**src/rtl/muldiv_ctrl_pkg.sv**
```systemverilog
// muldiv_ctrl_pkg: shared constants and types for the multiply/divide
// sequencer. Holds the md_op one-hot width and bit positions, the
// stall/divider handshake levels and the sequencer state encoding.
package muldiv_ctrl_pkg;

  localparam int MD_OP_WD = 6;

  // Bit positions inside the one-hot md_op vector {mult, multu, div, divu, mthi, mtlo}
  localparam int MD_MULT  = 5;
  localparam int MD_MULTU = 4;
  localparam int MD_DIV   = 3;
  localparam int MD_DIVU  = 2;
  localparam int MD_MTHI  = 1;
  localparam int MD_MTLO  = 0;

  // Pipeline stall request levels
  localparam logic STOP    = 1'b1;
  localparam logic NO_STOP = 1'b0;

  // Divider handshake levels
  localparam logic DIV_START        = 1'b1;
  localparam logic DIV_STOP         = 1'b0;
  localparam logic DIV_RESULT_READY = 1'b1;

  typedef enum logic [1:0] {
    ST_IDLE     = 2'd0,
    ST_MUL_BUSY = 2'd1,
    ST_DIV_BUSY = 2'd2,
    ST_DONE     = 2'd3
  } md_state_e;

endpackage

```
**src/rtl/muldiv_ctrl.sv**
```systemverilog
// muldiv_ctrl: execute-stage sequencer for the multi-cycle HI/LO units.
// Accepts mult/multu/div/divu/mthi/mtlo from EX, latches operands for the
// external multiplier and iterative divider, stalls EX until the result is
// captured, then issues one HI/LO write. Flush abandons in-flight work.
//
// Ports:
//   clk, rst           clock, synchronous active-high reset
//   md_op              one-hot {mult, multu, div, divu, mthi, mtlo}
//   src1, src2         forwarded rs / rt operand values
//   flush              kill the EX instruction and any in-flight work
//   stall_hold         a later stage is stalling; EX cannot retire
//   div_*              divider control, latched operands, result, ready
//   mul_*              multiplier control, latched operands, product
//   stallreq           hold EX and earlier stages (combinational)
//   hi_we/lo_we, *_wdata  HI/LO write bus (strobes combinational)
//   state_dbg          current sequencer state
//
// Handshake: a write is a single-cycle strobe; the HI/LO file samples
// hi_wdata/lo_wdata on the clock edge ending any cycle where the matching
// write enable is high. div_ready is sampled only while a divide runs.
module muldiv_ctrl
  import muldiv_ctrl_pkg::*;
#(
  parameter int MUL_CYCLES = 2
) (
  input  logic                clk,
  input  logic                rst,
  input  logic [MD_OP_WD-1:0] md_op,
  input  logic [31:0]         src1,
  input  logic [31:0]         src2,
  input  logic                flush,
  input  logic                stall_hold,
  output logic                div_start,
  output logic                div_signed,
  output logic [31:0]         div_opa,
  output logic [31:0]         div_opb,
  output logic                div_annul,
  input  logic [63:0]         div_result,
  input  logic                div_ready,
  output logic                mul_signed,
  output logic [31:0]         mul_opa,
  output logic [31:0]         mul_opb,
  input  logic [63:0]         mul_result,
  output logic                stallreq,
  output logic                hi_we,
  output logic                lo_we,
  output logic [31:0]         hi_wdata,
  output logic [31:0]         lo_wdata,
  output logic [1:0]          state_dbg
);

  md_state_e   state_q, state_d;
  logic [5:0]  cnt_q, cnt_d;
  logic        mul_signed_q, mul_signed_d;
  logic [31:0] mul_opa_q, mul_opa_d, mul_opb_q, mul_opb_d;
  logic        div_signed_q, div_signed_d;
  logic [31:0] div_opa_q, div_opa_d, div_opb_q, div_opb_d;
  logic        div_start_q, div_start_d;
  logic        div_annul_q, div_annul_d;
  logic [31:0] res_hi_q, res_hi_d, res_lo_q, res_lo_d;

  logic is_mul, is_div;
  assign is_mul = md_op[MD_MULT] | md_op[MD_MULTU];
  assign is_div = md_op[MD_DIV]  | md_op[MD_DIVU];

  always_ff @(posedge clk) begin
    if (rst) begin
      state_q      <= ST_IDLE;
      cnt_q        <= '0;
      mul_signed_q <= 1'b0;
      mul_opa_q    <= '0;
      mul_opb_q    <= '0;
      div_signed_q <= 1'b0;
      div_opa_q    <= '0;
      div_opb_q    <= '0;
      div_start_q  <= DIV_STOP;
      div_annul_q  <= 1'b0;
      res_hi_q     <= '0;
      res_lo_q     <= '0;
    end else begin
      state_q      <= state_d;
      cnt_q        <= cnt_d;
      mul_signed_q <= mul_signed_d;
      mul_opa_q    <= mul_opa_d;
      mul_opb_q    <= mul_opb_d;
      div_signed_q <= div_signed_d;
      div_opa_q    <= div_opa_d;
      div_opb_q    <= div_opb_d;
      div_start_q  <= div_start_d;
      div_annul_q  <= div_annul_d;
      res_hi_q     <= res_hi_d;
      res_lo_q     <= res_lo_d;
    end
  end

  always_comb begin
    state_d      = state_q;
    cnt_d        = cnt_q;
    mul_signed_d = mul_signed_q;
    mul_opa_d    = mul_opa_q;
    mul_opb_d    = mul_opb_q;
    div_signed_d = div_signed_q;
    div_opa_d    = div_opa_q;
    div_opb_d    = div_opb_q;
    div_start_d  = div_start_q;
    div_annul_d  = 1'b0;
    res_hi_d     = res_hi_q;
    res_lo_d     = res_lo_q;
    stallreq     = NO_STOP;
    hi_we        = 1'b0;
    lo_we        = 1'b0;
    hi_wdata     = res_hi_q;
    lo_wdata     = res_lo_q;

    unique case (state_q)
      ST_IDLE: begin
        // mthi/mtlo write straight through from src1 with no stall
        hi_wdata = src1;
        lo_wdata = src1;
        if (!flush) begin
          hi_we = md_op[MD_MTHI];
          lo_we = md_op[MD_MTLO];
          if (is_mul) begin
            mul_opa_d    = src1;
            mul_opb_d    = src2;
            mul_signed_d = md_op[MD_MULT];
            cnt_d        = 6'(MUL_CYCLES - 1);
            state_d      = ST_MUL_BUSY;
            stallreq     = STOP;
          end else if (is_div) begin
            stallreq = STOP;
            if (src2 != 32'd0) begin
              div_opa_d    = src1;
              div_opb_d    = src2;
              div_signed_d = md_op[MD_DIV];
              div_start_d  = DIV_START;
              state_d      = ST_DIV_BUSY;
            end else begin
              // Divide by zero never reaches the divider
              res_hi_d = src1;
              res_lo_d = 32'hFFFF_FFFF;
              state_d  = ST_DONE;
            end
          end
        end
      end
      ST_MUL_BUSY: begin
        stallreq = STOP;
        if (cnt_q == 6'd0) begin
          res_hi_d = mul_result[63:32];
          res_lo_d = mul_result[31:0];
          state_d  = ST_DONE;
        end else begin
          cnt_d = cnt_q - 6'd1;
        end
      end
      ST_DIV_BUSY: begin
        stallreq = STOP;
        if (div_ready == DIV_RESULT_READY) begin
          res_hi_d    = div_result[63:32];
          res_lo_d    = div_result[31:0];
          div_start_d = DIV_STOP;
          state_d     = ST_DONE;
        end
      end
      ST_DONE: begin
        // md_op is ignored here so the retiring instruction cannot retrigger
        if (!stall_hold && !flush) begin
          hi_we   = 1'b1;
          lo_we   = 1'b1;
          state_d = ST_IDLE;
        end
      end
      default: state_d = ST_IDLE;
    endcase

    if (flush) begin
      state_d     = ST_IDLE;
      div_start_d = DIV_STOP;
      div_annul_d = (state_q == ST_DIV_BUSY);
    end
  end

  assign div_start  = div_start_q;
  assign div_signed = div_signed_q;
  assign div_opa    = div_opa_q;
  assign div_opb    = div_opb_q;
  assign div_annul  = div_annul_q;
  assign mul_signed = mul_signed_q;
  assign mul_opa    = mul_opa_q;
  assign mul_opb    = mul_opb_q;
  assign state_dbg  = state_q;

endmodule
```
**config.mk**
```make
export PLATFORM = sky130hd
export DESIGN_NAME = muldiv_ctrl
export DESIGN_NICKNAME = d
export VERILOG_FILES = /design/src/rtl/muldiv_ctrl_pkg.sv /design/src/rtl/muldiv_ctrl.sv
export SDC_FILE = /design/constraint.sdc
export NUM_CORES = 1
export LEC_CHECK = 0
export ABC_AREA = 0
export BUFFER_PORTS_ARGS = -buffer_cell sky130_fd_sc_hd__buf_2
export CAP_MARGIN = 30
export CORE_AREA = 2 2 158 160
export CTS_CLUSTER_DIAMETER = 120
export DETAILED_ROUTE_END_ITERATION = 6
export DIE_AREA = 0 0 160 162
export PLACE_DENSITY = 0.68
export SYNTH_ARGS = -nofsm -noshare
export SYNTH_HDL_FRONTEND = slang
export SYNTH_SLANG_ARGS = --single-unit
```
**constraint.sdc**
```tcl
create_clock -name clk -period 4.55 [get_ports clk]
set_clock_uncertainty 0.2 [all_clocks]
set_input_delay 1.1375 -clock clk [delete_from_list [all_inputs] [get_ports clk]]
set_output_delay 1.1375 -clock clk [all_outputs]
set_load 0.005 [all_outputs]
```
==> results of run 1 <==
## cells by family (layout without fill, tap and decap cells)
family	after synthesis	count (layout)	share of synthesized area
DFF	204	204	0.428
and+or+nand+nor	372	372	0.163
buffers and inverters	177	529	0.0831
muxes	66	66	0.0692
xor gates and xnor gates	3	3	0.00275
adders and majority gates	8	8	0.0105
AOI/OAI and AO/OA	316	316	0.244
## flip-flops by register name, summed over array words and instances, names as in the netlist, 2 cells and up
name,cells
cnt_q,6
div_opa,32
div_opb,32
mul_opa,32
mul_opb,32
res_hi_q,32
res_lo_q,32
state_dbg,2
## report_power, final
part / total [mW] / internal (mW) / switching [mW]
combinational: 0.935 / 0.352 / 0.583
clock: 1.88 / 1.15 / 0.726
sequential: 1.91 / 1.87 / 0.0455
total: 4.73 / 3.37 / 1.35
## layout by cell type, fill, tap and decap left out, drive strengths merged, types with 4 or more instances in the layout
master  netlist  layout
buf          29     419
dfxtp       204     204
nand2       166     166
nor2        110     110
a21oi       101     101
o21ai        72      72
inv          70      70
mux2i        66      66
nor3         37      37
nand3        36      36
o31ai        33      33
a22oi        33      33
a221oi       33      33
a311oi       33      33
clkbuf       77      33
nor4          9       9
ha            8       8
a211oi        4       4
clkinv        1       4
## worst paths after layout
check                     from            to  slack (ps)  depth (start not counted)
hold / removal     mul_opa[19]   mul_opa[19]         250                          2
hold reg to reg    mul_opa[19]   mul_opa[19]         250                          2
setup reg to reg  state_dbg[0]  res_lo_q[29]        1130                          9
setup / recovery  state_dbg[0]   hi_wdata[3]         590                          6
## area by class of cell
type / count / area (um^2)
Fill cell: 2324 / 11600
Multi-Input combinational cell: 765 / 4750
Sequential cell: 204 / 4080
Clock buffer: 32 / 649
Inverter: 71 / 267
Tap cell: 324 / 405
Clock inverter: 6 / 105
Timing Repair Buffer: 420 / 2200
## routing by layer
metal,track usage,up-vias,wire length [um]
met5,0,-,0
met4,0.0864,0,1150
met3,0.0478,77,2620
met2,0.377,463,14700
met1,0.317,4389,14000
li1,-,4686,-
## metrics by stage
stage | hold WS [ps] | util | instance area (um^2)
6_report | 251 | 0.517 | 12500
5_1_grt | 269 | 0.517 | 12500
4_1_cts | 253 | 0.517 | 12500
3_5_place_dp | 244 | 0.486 | 11700
3_3_place_gp | 239 | 0.486 | 11700
2_1_floorplan | 238 | - | 9550
## worst max-delay path: stages, from the launching register on
cell,delay (ps)
dfxtp_1,380
inv_1,210
ha_4,660
buf_4,400
nand2_1,140
o21ai_0,100
buf_2,170
==> results.cfg, run 1 <==
[placed_design]
io_buffer_count = 403
pre_cts_ws_ps = 842
gp_congestion = 0.871
place_inst = 1784
dp_hpwl_um = 23000

[drt]
wl_um = 32500
vias_per_cell = 5.28
route.detailed.drc = 0
wl_per_cell_um = 17.8
first_pass_iters = 6
antenna_left = 0
vias = 9615
drtIter0Drc = 857

[sta]
setup_viol = 0
worst_pin_slew_ps = 878
slew_headroom = 0.415
finalHoldViolCount = 0
worst_slack_ps = 595
final.period_utilization = 0.869
setup_tns_ps = 0
drv_slew = 0
fmaxAchievable_mhz = 253
rsz0062_at_grt = no
fin_crit_ps = 3960

[yosys]
synth.most_common_cell = dfxtp_1
avgSynthCellArea_um2 = 8.33
synth-seq-area-share = 0.428
yosys-top-cells-count = 204 x dfxtp_1, 166 x nand2_1, 110 x nor2_1, 77 x clkbuf_1, 73 x a21oi_1
yosysWarnings = 0
synth_fp_nets = 1357
synth_area_leaders = dfxtp_1 43%, mux2i_1 6.9%, nand2_1 6.5%, a311oi_2 4.4%, nor2_1 4.3%
synth_top_area_cell = dfxtp_1
synth_top_area_frac = 0.428
synth.distinct_cells = 44
ys.flop_type = dfxtp_1
netlist_area_mm2 = 0.00955
synthArstFlopShare = 0
syn_inst = 1146
ys_seq_elements = 204
synth_edf_count = 0

[clock_tree]
cts.sinks = 204
cts_root_buffer = clkbuf_16
path_clk_slew_ps = 60
ctsResizeCount = 0
clk_latency_ps = 510
cts_tree = done
holdBufCountCts = 0
htree_levels = 1
cts-buffers-inserted = 22
post_cts_buffers = 0
clockBufferDepth = 3

[critical_path]
arrival_ps = 2620
required_ps = 3210
start_kind = flop
end_kind = primary output
criticalPathCategory = flop to primary output
path_max_fanout = 76

[grt]
antenna_found_initial = 0
grt_pass1_wl_um = 49200
grt_pass1_vias = 8751
gr-total-overflow = 0
grt_max_degree = 115
grt.total_usage = 0.236

[pwr]
total_power_mw = 4.73
peakVddDrop_mv = 0.286
p_per_area_mw_per_mm2 = 380
leakagePower_nw = 5.70

[die]
core_mm2 = 0.0241
die_area_mm2 = 0.0259
pin_count = 404
chipWidth_um = 160
initial_core_util = 0.396
die_h_um = 162
rows = 57

[worst_hold_path]
hold_class = flop to flop

[status]
outcome = finished clean

[run]
maxCapViolCount = 0

[final_layout]
area_delta_synth_final_pct = 30.5
num-nets-final = 1695
finalNonFillerCells = 1822
antenna_cells = 0
final_layout_size_suffix_gt1_frac = 0.348
(Power assumes the default switching activity.)
==> run 2: changes to the inputs <==
--- a/config.mk
+++ b/config.mk
@@ -13,6 +13,7 @@
 export DETAILED_ROUTE_END_ITERATION = 6
 export DIE_AREA = 0 0 160 162
 export PLACE_DENSITY = 0.68
+export REMOVE_ABC_BUFFERS = 1
 export SYNTH_ARGS = -nofsm -noshare
 export SYNTH_HDL_FRONTEND = slang
 export SYNTH_SLANG_ARGS = --single-unit
==> run 2 against run 1 <==
Against the previous run:
- cell area rose by 0.48%
- final cell count increased by 0.55%
- critical path depth unchanged
- first-iteration DRC count down 25%
- critical path type unchanged
- critical endpoint is now hi_wdata[4]
==> results.cfg, run 2 (synthesized netlist as in run 1, its figures left out) <==
[status]
outcome = finished clean

[drt]
vias_per_cell = 5.32
first_pass_iters = 5
wl_um = 32100
drtIter0Drc = 641
vias = 9742
route.detailed.drc = 0
wl_per_cell_um = 17.5
antenna_left = 0

[pwr]
peakVddDrop_mv = 0.252
leakagePower_nw = 5.72
p_per_area_mw_per_mm2 = 379
total_power_mw = 4.75

[final_layout]
final_layout_size_suffix_gt1_frac = 0.349
finalNonFillerCells = 1832
final_common_cell = buf_2
final_util = 0.519
final_cell_area_mm2 = 0.0125
area_delta_synth_final_pct = 31.1
num-nets-final = 1701
final_cell_mix = 402 x buf_2, 204 x dfxtp_1, 166 x nand2_1, 109 x nor2_1, 73 x a21oi_1

[clock_tree]
clockBufferDepth = 3
cts-buffers-inserted = 23
holdBufCountCts = 0
cts.sinks = 204
path_clk_slew_ps = 60
post_cts_buffers = 0
ctsResizeCount = 0
cts_root_buffer = clkbuf_16
clk_latency_ps = 500
htree_levels = 1
cts_tree = done

[sta]
drv_slew = 0
finalHoldViolCount = 0
slew_headroom = 0.430
worst_slack_ps = 628
worst_pin_slew_ps = 852
final.period_utilization = 0.862
rsz0062_at_grt = no
fin_crit_ps = 3920
setup_viol = 0
finalHoldWorstSlack_ps = 251
fmaxAchievable_mhz = 255
setup_tns_ps = 0

[placed_design]
dp_hpwl_um = 22600
pre_cts_ws_ps = 856
place_inst = 1789
gp_congestion = 0.825
io_buffer_count = 403
post_dp_cell_area_mm2 = 0.0118

[run]
maxCapViolCount = 0

[worst_hold_path]
hold_class = flop to flop

[critical_path]
cp-endpoint = hi_wdata[4]
path_max_fanout = 68
critical_path.startpoint = state_dbg[0]
criticalPathCategory = flop to primary output
worst_r2r_path_depth = 9
arrival_ps = 2580
start_kind = flop
cp_num_buf_inv = 3
r2r_start = state_dbg[0]
end_kind = primary output
max_stage_delay_ps = 590
crit_chain = inv_1, ha_4, buf_4, nand2_1, o21ai_0, buf_2
critical_path_depth = 6
required_ps = 3210
rr_endpoint = res_lo_q[31]
ff2ff_setup_slack_ps = 1380
slowest_stage = ha_4
critical_path.top_delay_family = buffers and inverters

[die]
core_mm2 = 0.0241
chipWidth_um = 160
die_area_mm2 = 0.0259
die_h_um = 162
initial_core_util = 0.396
pin_count = 404
rows = 57

[grt]
grt_max_degree = 85
grt_pass1_wl_um = 49900
grt.total_usage = 0.237
grt_pass1_vias = 9233
gr-total-overflow = 0
antenna_found_initial = 6
## run 2: changes by cell type in the layout (fill, tap and decap cells not counted), sizes merged
cell and change:
bufinv +1, diode +5, clkinv +1, buf +5
clkbuf -2
## run 2: how the worst min path moves through the flow
stage                      startpoint          end  slack [ps]  depth (start not counted)
after detailed placement  mul_opb[15]  mul_opb[15]         240                          2
after global routing      mul_opa[29]  mul_opa[29]         270                          2
after global placement     mul_opb[3]   mul_opb[3]         240                          2
after CTS                  mul_opa[7]   mul_opa[7]         250                          2
after floorplan           res_hi_q[0]  res_hi_q[0]         240                          2
final                     mul_opa[29]  mul_opa[29]         250                          2
## run 2: cell type report
class	instances	area, um^2
sequential	204	4080
antenna	5	12.5
tap	324	405
multi-input combinational	765	4750
clock inverter	8	140
inverter	71	267
fill	2358	11600
clock buffer	30	612
timing repair buffer	425	2250
## run 2: per-layer routing
metal  vias up  part of all wire  global-route usage
li1       4698                 -                   -
met1      4527              0.43               0.305
met4         2             0.032              0.0856
met2       453              0.46               0.397
met5         -           0.00050                   0
met3        62             0.079              0.0470
## run 2: power breakdown
group | total [mW] | switching, mW | leakage (nW) | internal [mW]
registers | 1.92 | 0.0475 | 1.66 | 1.87
clock network | 1.89 | 0.728 | 0.370 | 1.17
logic | 0.938 | 0.583 | 3.70 | 0.354
total | 4.75 | 1.36 | 5.72 | 3.39
## run 2: tightest hold or removal path: stages (launching register included)
cell	delay (ps)
dfxtp_1	300
nand2_1	50
a21oi_1	50
